--- src/rtl/y86_pkg.sv ---
// Shared Y86 definitions used by the branch predictor:
// instruction codes, the BHT index hash and saturating-counter constants.
package y86_pkg;

   // Y86-64 instruction codes
   localparam logic [3:0] IHALT   = 4'h0;
   localparam logic [3:0] INOP    = 4'h1;
   localparam logic [3:0] IRRMOVQ = 4'h2;
   localparam logic [3:0] IIRMOVQ = 4'h3;
   localparam logic [3:0] IRMMOVQ = 4'h4;
   localparam logic [3:0] IMRMOVQ = 4'h5;
   localparam logic [3:0] IOPQ    = 4'h6;
   localparam logic [3:0] IJXX    = 4'h7;
   localparam logic [3:0] ICALL   = 4'h8;
   localparam logic [3:0] IRET    = 4'h9;
   localparam logic [3:0] IPUSHQ  = 4'hA;
   localparam logic [3:0] IPOPQ   = 4'hB;

   // Widest supported counter and index; helpers return values at these widths
   localparam int CTR_W_MAX = 4;
   localparam int IDX_W_MAX = 10;

   // Source of the predicted next PC
   typedef enum logic [1:0] {
      PRED_FALL   = 2'd0,
      PRED_TARGET = 2'd1,
      PRED_RAS    = 2'd2
   } pred_sel_e;

   // Largest value of a saturating counter of the given width
   function automatic logic [CTR_W_MAX-1:0] ctr_sat_max(input int unsigned bits);
      return CTR_W_MAX'((32'd1 << bits) - 32'd1);
   endfunction

   // Weakly-taken reset value: only the MSB set
   function automatic logic [CTR_W_MAX-1:0] ctr_weak_taken(input int unsigned bits);
      return CTR_W_MAX'(32'd1 << (bits - 32'd1));
   endfunction

   // BHT index: low PC bits, with the low hist_bits XORed with global history.
   // hist_bits == 0 degenerates to plain bimodal indexing.
   function automatic logic [IDX_W_MAX-1:0] bht_index(
      input logic [63:0]          pc,
      input logic [IDX_W_MAX-1:0] ghr,
      input int unsigned          idx_bits,
      input int unsigned          hist_bits
   );
      logic [IDX_W_MAX-1:0] idx_mask;
      logic [IDX_W_MAX-1:0] hist_mask;
      idx_mask  = IDX_W_MAX'((32'd1 << idx_bits) - 32'd1);
      hist_mask = IDX_W_MAX'((32'd1 << hist_bits) - 32'd1);
      return (pc[IDX_W_MAX-1:0] & idx_mask) ^ (ghr & hist_mask);
   endfunction

endpackage

--- src/rtl/bpred_ras.sv ---
// Circular return-address stack. A push when full overwrites the oldest
// entry; a pop when empty is ignored; clear empties it and beats push/pop.
module bpred_ras
   import y86_pkg::*;
#(
   parameter int RAS_DEPTH = 8
) (
   input  logic        clk,
   input  logic        rst_n,
   input  logic        push,
   input  logic        pop,
   input  logic        clear,
   input  logic [63:0] wdata,
   output logic [63:0] top,
   output logic        empty
);

   localparam int PTR_W = (RAS_DEPTH > 1) ? $clog2(RAS_DEPTH) : 1;
   localparam int CNT_W = PTR_W + 1;
   localparam logic [CNT_W-1:0] FULL_CNT = CNT_W'(RAS_DEPTH);

   logic [63:0]      mem [RAS_DEPTH];
   logic [PTR_W-1:0] sp;       // next slot to write; top lives at sp-1
   logic [CNT_W-1:0] cnt;      // occupancy, saturates at RAS_DEPTH
   logic [PTR_W-1:0] sp_top;

   assign sp_top = sp - PTR_W'(1);
   assign top    = mem[sp_top];
   assign empty  = (cnt == '0);

   // Stack pointer and occupancy; clear has priority over push and pop
   always_ff @(posedge clk or negedge rst_n) begin
      if (!rst_n) begin
         sp  <= '0;
         cnt <= '0;
      end else if (clear) begin
         cnt <= '0;
      end else if (push) begin
         sp <= sp + PTR_W'(1);
         if (cnt != FULL_CNT) begin
            cnt <= cnt + CNT_W'(1);
         end
      end else if (pop && !empty) begin
         sp  <= sp_top;
         cnt <= cnt - CNT_W'(1);
      end
   end

   // Entry storage; contents are meaningless while occupancy hides them
   always_ff @(posedge clk) begin
      if (push && !clear) begin
         mem[sp] <= wdata;
      end
   end

endmodule

--- src/rtl/bpred_gshare_ras.sv ---
// Fetch-stage next-PC predictor: bimodal/gshare BHT for conditional jumps,
// return-address stack for IRET, plus resolved-branch statistics.
module bpred_gshare_ras
   import y86_pkg::*;
#(
   parameter int BHT_ENTRIES = 64,
   parameter int CTR_BITS    = 2,
   parameter int HIST_BITS   = 0,
   parameter int RAS_DEPTH   = 8
) (
   input  logic        clk_i,
   input  logic        rst_n_i,
   input  logic        F_stall_i,
   input  logic [63:0] f_PC_i,
   input  logic [3:0]  f_icode_i,
   input  logic [3:0]  f_ifun_i,
   input  logic [63:0] f_valC_i,
   input  logic [63:0] f_valP_i,
   input  logic [63:0] E_PC_i,
   input  logic [3:0]  E_icode_i,
   input  logic [3:0]  E_ifun_i,
   input  logic        E_branch_taken_i,
   input  logic        e_Cnd_i,
   output logic [63:0] f_predPC_o,
   output logic        f_branch_taken_o,
   output logic        f_ras_hit_o,
   output logic [31:0] stat_branches_o,
   output logic [31:0] stat_mispred_o
);

   localparam int IDX_W = $clog2(BHT_ENTRIES);
   localparam int GHR_W = (HIST_BITS > 0) ? HIST_BITS : 1;

   localparam logic [CTR_BITS-1:0] CTR_MAX  = CTR_BITS'(ctr_sat_max(CTR_BITS));
   localparam logic [CTR_BITS-1:0] CTR_INIT = CTR_BITS'(ctr_weak_taken(CTR_BITS));

   // Saturating step of a prediction counter toward the resolved outcome
   function automatic logic [CTR_BITS-1:0] ctr_next(
      input logic [CTR_BITS-1:0] ctr,
      input logic                taken
   );
      if (taken) begin
         return (ctr == CTR_MAX) ? ctr : ctr + CTR_BITS'(1);
      end
      return (ctr == '0) ? ctr : ctr - CTR_BITS'(1);
   endfunction

   logic [CTR_BITS-1:0]  bht [BHT_ENTRIES];
   logic [GHR_W-1:0]     ghr;
   logic [IDX_W_MAX-1:0] ghr_ext;
   logic [IDX_W-1:0]     f_idx;
   logic [IDX_W-1:0]     e_idx;
   logic [CTR_BITS-1:0]  f_ctr;
   logic [CTR_BITS-1:0]  e_ctr;
   logic                 upd;
   logic                 mispred;
   pred_sel_e            pred_sel;

   logic                 ras_push;
   logic                 ras_pop;
   logic [63:0]          ras_top;
   logic                 ras_empty;

   assign ghr_ext = IDX_W_MAX'(ghr);
   assign f_idx   = IDX_W'(bht_index(f_PC_i, ghr_ext, IDX_W, HIST_BITS));
   assign e_idx   = IDX_W'(bht_index(E_PC_i, ghr_ext, IDX_W, HIST_BITS));
   assign f_ctr   = bht[f_idx];
   assign e_ctr   = bht[e_idx];

   // Only conditional jumps train the predictor
   assign upd     = (E_icode_i == IJXX) && (E_ifun_i != 4'h0);
   assign mispred = upd && (E_branch_taken_i != e_Cnd_i);

   // RAS moves only with a non-stalled fetch
   assign ras_push = !F_stall_i && (f_icode_i == ICALL);
   assign ras_pop  = !F_stall_i && (f_icode_i == IRET);

   bpred_ras #(
      .RAS_DEPTH (RAS_DEPTH)
   ) u_ras (
      .clk   (clk_i),
      .rst_n (rst_n_i),
      .push  (ras_push),
      .pop   (ras_pop),
      .clear (mispred),
      .wdata (f_valP_i),
      .top   (ras_top),
      .empty (ras_empty)
   );

   // Fetch-time prediction: choose the next-PC source and the side flags
   always_comb begin
      pred_sel         = PRED_FALL;
      f_branch_taken_o = 1'b0;
      f_ras_hit_o      = 1'b0;
      case (f_icode_i)
         IJXX: begin
            if (f_ifun_i == 4'h0) begin
               pred_sel         = PRED_TARGET;
               f_branch_taken_o = 1'b1;
            end else if (f_ctr[CTR_BITS-1]) begin
               pred_sel         = PRED_TARGET;
               f_branch_taken_o = 1'b1;
            end
         end
         ICALL: begin
            pred_sel = PRED_TARGET;
         end
         IRET: begin
            if (!ras_empty) begin
               pred_sel    = PRED_RAS;
               f_ras_hit_o = 1'b1;
            end
         end
         default: begin
         end
      endcase
   end

   // Next-PC mux
   always_comb begin
      f_predPC_o = f_valP_i;
      case (pred_sel)
         PRED_TARGET: f_predPC_o = f_valC_i;
         PRED_RAS:    f_predPC_o = ras_top;
         default:     f_predPC_o = f_valP_i;
      endcase
   end

   // BHT counters: written from execute; fetch sees the old value this cycle
   always_ff @(posedge clk_i or negedge rst_n_i) begin
      if (!rst_n_i) begin
         for (int i = 0; i < BHT_ENTRIES; i++) begin
            bht[i] <= CTR_INIT;
         end
      end else if (upd) begin
         bht[e_idx] <= ctr_next(e_ctr, e_Cnd_i);
      end
   end

   // Global history: shift in each resolved conditional outcome
   always_ff @(posedge clk_i or negedge rst_n_i) begin
      if (!rst_n_i) begin
         ghr <= '0;
      end else if (upd) begin
         ghr <= GHR_W'({ghr, e_Cnd_i});
      end
   end

   // Resolved-branch and misprediction counters, wrapping at 2^32
   always_ff @(posedge clk_i or negedge rst_n_i) begin
      if (!rst_n_i) begin
         stat_branches_o <= '0;
         stat_mispred_o  <= '0;
      end else begin
         if (upd) begin
            stat_branches_o <= stat_branches_o + 32'd1;
         end
         if (mispred) begin
            stat_mispred_o <= stat_mispred_o + 32'd1;
         end
      end
   end

endmodule

--- config.mk ---
export PLATFORM = sky130hd
export DESIGN_NAME = bpred_gshare_ras
export DESIGN_NICKNAME = d
export VERILOG_FILES = /design/src/rtl/y86_pkg.sv /design/src/rtl/bpred_ras.sv /design/src/rtl/bpred_gshare_ras.sv
export SDC_FILE = /design/constraint.sdc
export NUM_CORES = 1
export LEC_CHECK = 0
export ABC_AREA = 0
export CAP_MARGIN = 20
export CORE_ASPECT_RATIO = 0.75
export CORE_UTILIZATION = 40
export DETAILED_ROUTE_END_ITERATION = 10
export GPL_ROUTABILITY_DRIVEN = 0
export GPL_TIMING_DRIVEN = 0
export PLACE_DENSITY = 0.65
export SLEW_MARGIN = 25
export SYNTH_ARGS = -nofsm -noshare
export SYNTH_HDL_FRONTEND = slang
export SYNTH_SLANG_ARGS = --single-unit
--- constraint.sdc ---
create_clock -name clk_i -period 15.13 [get_ports clk_i]
set_input_delay 3.026 -clock clk_i [delete_from_list [all_inputs] [get_ports clk_i]]
set_output_delay 3.026 -clock clk_i [all_outputs]
set_load 0.01 [all_outputs]
======== Yosys cells after proc, flatten, opt, wreduce, memory -nomap -nowiden ========
Memories as Yosys holds them, arrays and structs flattened.
Cells that the tools add are included.
cells by class
  add/subtract/negate cells ............... 8
  $lt $le $gt $ge ......................... 3
  equality and inequality tests ........... 10
  multiplexer cells ....................... 34
  bitwise gates (word level) .............. 3
  reduce and logical (&&, ||, !) cells .... 18
operator list
  kind                   count
  $bwmux 128             1
  $pmux 64 s2            1
  $add 32x1->32 const B  2
  $bmux 2 s6             2
  $mux 2                 11
  $mux 4                 4
  $ge 7x7->1 const B     2
  $not 6->7              2
  $demux 2 s6            1
  $mux 1                 11
  $eq 4x3->1 const B     2
  $eq 4x4->1 const B     2
  $logic_not 4->1        2
  $logic_and 1x1->1      7
  $lt 7x1->1 const B     1
  $mux 3                 2
  $pmux 2 s3             1
  $add 4x1->4 const B    1
  $eq 2x2->1 const B     2
  $ne 4x4->1 const B     1
  $reduce_and 2->1       2
  $reduce_bool 4->1      1
  $sub 4x1->4 const B    1
  $add 3x1->3 const B    1
  11 further kinds       13
word-level totals
  register bits ........................... 199
  bits in writable memories ............... 512
  input bits .............................. 277
  output and inout port bits .............. 130
  memories ................................ 1
memories
  name       words  width  read ports  clocked after Yosys merged registers in  wr ports  RTL line         text
  u_ras.mem  8      64     1           0                                        1         bpred_ras.sv:22  logic [63:0] mem [RAS_DEPTH];

======== Longest topological paths before layout ========
  word-level depth ........................ 10
  mapped depth ............................ 15

======== Modules after synthesis ========
Synthesis repeated with hierarchy kept, for this count alone.
second synthesis, totals
  cells, all modules ...................... 2182
  area, all modules ....................... 32477.4 um2
by module, submodules not included
  module            times used  cells an instance  area each (um2)  seq. area each (um2)
  bpred_ras         1           814                20088.0          15549.9
  bpred_gshare_ras  1           1368               12389.4          4884.7

======== Least setup slack after synthesis ========
OpenSTA, ideal clock, no wires.
  path kind ............................... input -> output
  from .................................... input f_PC_i[0]
  to ...................................... output f_predPC_o[23]
  data arrival time ....................... 6.769 ns
  data required time ...................... 12.104 ns
  slack ................................... 5.335 ns
  stages on the path ...................... 13
  buffers on the path ..................... 4
  path through ............................ clkbuf_1 buf_1 mux4_2 mux4_2 mux2_2 o21ai_0 a21oi_1 nand2b_1 ha_1 clkbuf_1 clkbuf_1 a221oi_1 a21oi_1
on the way
  cells in the longest elaborated chain, start to end .. 9
  elaborated cells on any way between the ends .. 10
RTL lines
  item                                             RTL line                 text
  start: declaration                               bpred_gshare_ras.sv:14   input logic [63:0] f_PC_i,
  $not 6->7 (implied by the code) (*)              bpred_gshare_ras.sv:67   assign f_ctr = bht[f_idx];
  $bmux 2 s6 (*)                                   bpred_gshare_ras.sv:67
  $mux 2 (implied by the code) (*) (2 in a row)    bpred_gshare_ras.sv:67
  $mux 1 (*)                                       bpred_gshare_ras.sv:101  end else if (f_ctr[CTR_BITS-1]) begin
  $mux 1 (*)                                       bpred_gshare_ras.sv:98   if (f_ifun_i == 4'h0) begin
  $pmux 2 s3 (*)                                   bpred_gshare_ras.sv:96   case (f_icode_i)
  $eq 2x2->1 / $eq 2x1->1 (equally long branches)  bpred_gshare_ras.sv:123  case (pred_sel)
  $pmux 64 s2 (*)                                  bpred_gshare_ras.sv:123
  end: declaration                                 bpred_gshare_ras.sv:24   output logic [63:0] f_predPC_o,
Every way passes the cells marked *; elsewhere a longest branch is shown, timed or not. The select of a mux whose other input is x is not followed.

======== Worst setup path after layout ========
  from .................................... input f_PC_i[1]
  to ...................................... output f_predPC_o[0]
The elaborated chain is that of the path after synthesis.

==> impl_metrics.yaml <==
run_status:
  outcome: "complete, no violations"
pwr:
  total_power_mw: 5.55
  p_clk_share_pct: 31.3
  switching_power_mw: 1.63
  leakage_nw: 13.4
  combPwrFrac_pct: 29.8
  power_density_nw_per_um2: 146
  vdd_drop_max_v: 0.000105
  pwr-share-seq_pct: 38.9
  p_int_mw: 3.92
  swShare_pct: 29.3
job:
  drv_cap: 0
worst_setup_path:
  path_delay_family: "buffers and inverters"
  worstPathRequired_ns: 12.10
  critPathMaxStageDelay_ns: 0.81
  critPathLaunchType: "input pin"
  path_max_fanout: 10
  path_cells: "buf_1 > clkbuf_1 > mux4_2 > mux4_2 > mux2_2 > o21ai_0 > a21oi_1 > nand2b_1 > ha_1 > clkbuf_2 > clkbuf_1 > a221oi_1 > a21oi_1 > clkdlybuf4s50_1"
  arrival_ns: 9.50
  crit_slowest_cell: "clkbuf_1"
  end_kind: "output port"
  worstSetupPathType: "in2out"
  path_buf_inv: 5
synth:
  yosysTopAreaCell: "edfxtp_1"
  netlist_area_sq_um: 30700
  syn-num-nets: 2197
  avgSynthCellArea_sq_um: 16.1
  async_flop_share_pct: 28.0
  synth_ff_type: "edfxtp_1"
  synth_cell_types: 63
  synth-edff-count: 512
  ys_warn_count: 0
  synthTopCellsByArea: "edfxtp_1 (50%), mux4_2 (11%), dfrtp_1 (11%)"
  synth_top_area_share_pct: 50.0
  ys_seq_area_share_pct: 66.5
  synth.ff_latch_count: 711
  netlist_instances: 1911
global_route:
  overflow: 0
  grt_pass1_wl_um: 122000
  track_usage_pct: 20.9
  grt_max_degree: 77
  use_met1_pct: 30.6
  use_met3_pct: 4.72
  grt_pass1_vias: 19400
  busiest_layer: "met2"
  grt_use_met2_pct: 31.2
  grt_antenna_before_repair: 5
cells_and_area:
  n_fill_cell: 6219
  fin_cells: 3400
  drive_gt1_share_pct: 23.8
  syn2layout_area_growth_pct: 24.0
  nNetsFinal: 2608
routing:
  wl_per_cell_um: 24.0
  drc: 0
  drtPass1Iterations: 6
  vias: 19200
  drtIter0Drc: 1937
  routed_via_density: 5.64
  wirelength_um: 81700
  antenna_left: 0
timing:
  setup_viol: 0
  skew_ns: 0.0379
  finalMaxSlewViolations: 0
  hold_ws_ns: 0.476
  fin_crit_ns: 12.52
  rsz0062_at_grt: "false"
  fin_tns_setup_ns: 0
  worstMarginPinSlew_ns: 1.15
  timing.fmax_mhz: 79.9
  post-route-worst-setup-slack_ns: 2.61
  slew_headroom_pct: 23.2
  timing_hold_violations_final: 0
  fin_crit_sh_pct: 82.8
min_path:
  worstHoldPathType: "reg2reg"
cts:
  clockBufferDepth: 3
  cts_max_level: 3
  cts_sinks: 711
  clk-insertion-delay-late_ns: 0.64
  post_cts_buffers: 0
  cts_buffers: 72
  cts_tree: "yes"
  holdBufCountCts: 0
  post_cts_resized: 0
  clk_pin_slew_ns: 0.06
  cts-root-buf: "clkbuf_16"
place:
  hpwl_um: 56900
  dp.cells: 3271
  portBuffers: 287
  dp_slack_ns: 2.56
floorplanning:
  dieWidth_um: 322
  core-area_sq_um: 75700
  num_io_pins: 407
  placementRows: 87
  die_h_um: 242
  initial_utilization_pct: 40.6
  dieArea_sq_um: 78000
[cell usage in the layout, fill, tap and decap left out, types with 6 or more instances in the layout]
cell type	n
buf_1	7
clkbuf_16	72
nor3_1	8
a221oi_1	65
clkbuf_2	8
clkbuf_1	98
inv_1	73
nor2_1	40
nand2_1	176
buf_2	14
mux4_2	154
edfxtp_1	512
and3_1	14
nand4_1	11
o31ai_1	66
clkdlybuf4s50_1	286
nor3_2	7
buf_6	15
a22oi_1	18
nand3_1	32
ha_1	8
o21ai_0	11
xnor2_1	46
clkinv_1	8
nor2b_1	6
nand2b_1	7
dfstp_2	64
nor2_4	6
mux2i_1	14
a22o_1	8
clkinv_2	9
mux2_2	139
o22ai_1	6
buf_12	7
buf_4	23
a21oi_1	73
nand3b_1	8
buf_16	16
xor2_1	25
dfrtp_1	135
[final cells by class]
cell class / count / area (sq um) / share of cell area [%]
clock buffer: 96 / 1910 / 5.02
buffer: 117 / 541 / 1.42
multi-input combinational: 1010 / 9600 / 25.2
inverter: 73 / 274 / 0.719
clock inverter: 30 / 373 / 0.978
timing repair buffer: 337 / 3700 / 9.70
antenna: 3 / 7.51 / 0.0197
sequential: 711 / 20400 / 53.6
tap: 1023 / 1280 / 3.36
[power by group through the flow]
stage | combinational, mW | sequential [mW] | clock [mW]
final | 1.65 | 2.16 | 1.74
after global placement | 1.63 | 2.20 | 0
after detailed placement | 1.66 | 2.20 | 0
after CTS | 1.67 | 2.16 | 1.78
after floorplan | 1.08 | 2.20 | 0
after global routing | 1.76 | 2.16 | 1.85
[synth_stat cells, types with 15 or more instances]
| cell | instances |
|---|---|
| mux4_2 | 154 |
| edfxtp_1 | 512 |
| nand3_1 | 32 |
| dfrtp_1 | 135 |
| nor3_1 | 15 |
| xnor2_1 | 46 |
| nor2_1 | 47 |
| nand2_1 | 176 |
| xor2_1 | 25 |
| clkbuf_1 | 79 |
| a22oi_1 | 18 |
| a21oi_1 | 73 |
| mux2_2 | 139 |
| dfstp_2 | 64 |
| o31ai_1 | 66 |
| a221oi_1 | 65 |
| inv_1 | 73 |
[state kept, by name, indices dropped and copies added, names as in the netlist]
signal           flops
bht                128
stat_mispred_o      32
u_ras.cnt            4
u_ras.sp             3
u_ras.mem          512
stat_branches_o     32
[stage by stage]
stage	util (%)	cell area, sq um
after detailed placement	47.3	35800
after global placement	46.1	34900
final	50.4	38100
after CTS	50.4	38100
after floorplan	-	30700
after global routing	50.4	38100
[logic make-up (layout without fill, tap and decap cells)]
| kind of cell | after synthesis | count (layout) | share of synthesized area [%] |
|---|---|---|---|
| buffers and inverters | 190 | 653 | 2.61 |
| AOI/OAI and AO/OA | 274 | 274 | 6.39 |
| xor gates and xnor gates | 71 | 71 | 2.02 |
| DFF | 711 | 711 | 66.5 |
| and+or+nand+nor | 349 | 349 | 5.28 |
| muxes | 307 | 307 | 16.8 |
| other | 0 | 3 | 0 |
| adders and majority gates | 9 | 9 | 0.391 |
[routing by layer]
layer  part of all wire (%)  routed length (um)
met1                     44               35900
met2                     45               37100
met3                    7.9                6480
met4                    2.7                2240
met5                  0.016                  13
[final timing paths]
kind | start | slack (ns) | depth (start not counted) | end
setup reg to reg | u_ras.sp[0] | 10.41 | 11 | u_ras.mem[1][55]
min in group asynchronous | rst_n_i | 2.32 | 1 | stat_mispred_o[23]
hold reg to reg | stat_mispred_o[31] | 0.48 | 1 | stat_mispred_o[31]
hold / removal | stat_mispred_o[31] | 0.48 | 1 | stat_mispred_o[31]
setup / recovery | f_PC_i[1] | 2.61 | 14 | f_predPC_o[0]
max in group asynchronous | rst_n_i | 11.63 | 3 | bht[11]
No activity file was read; power rests on OpenSTA's default activity.
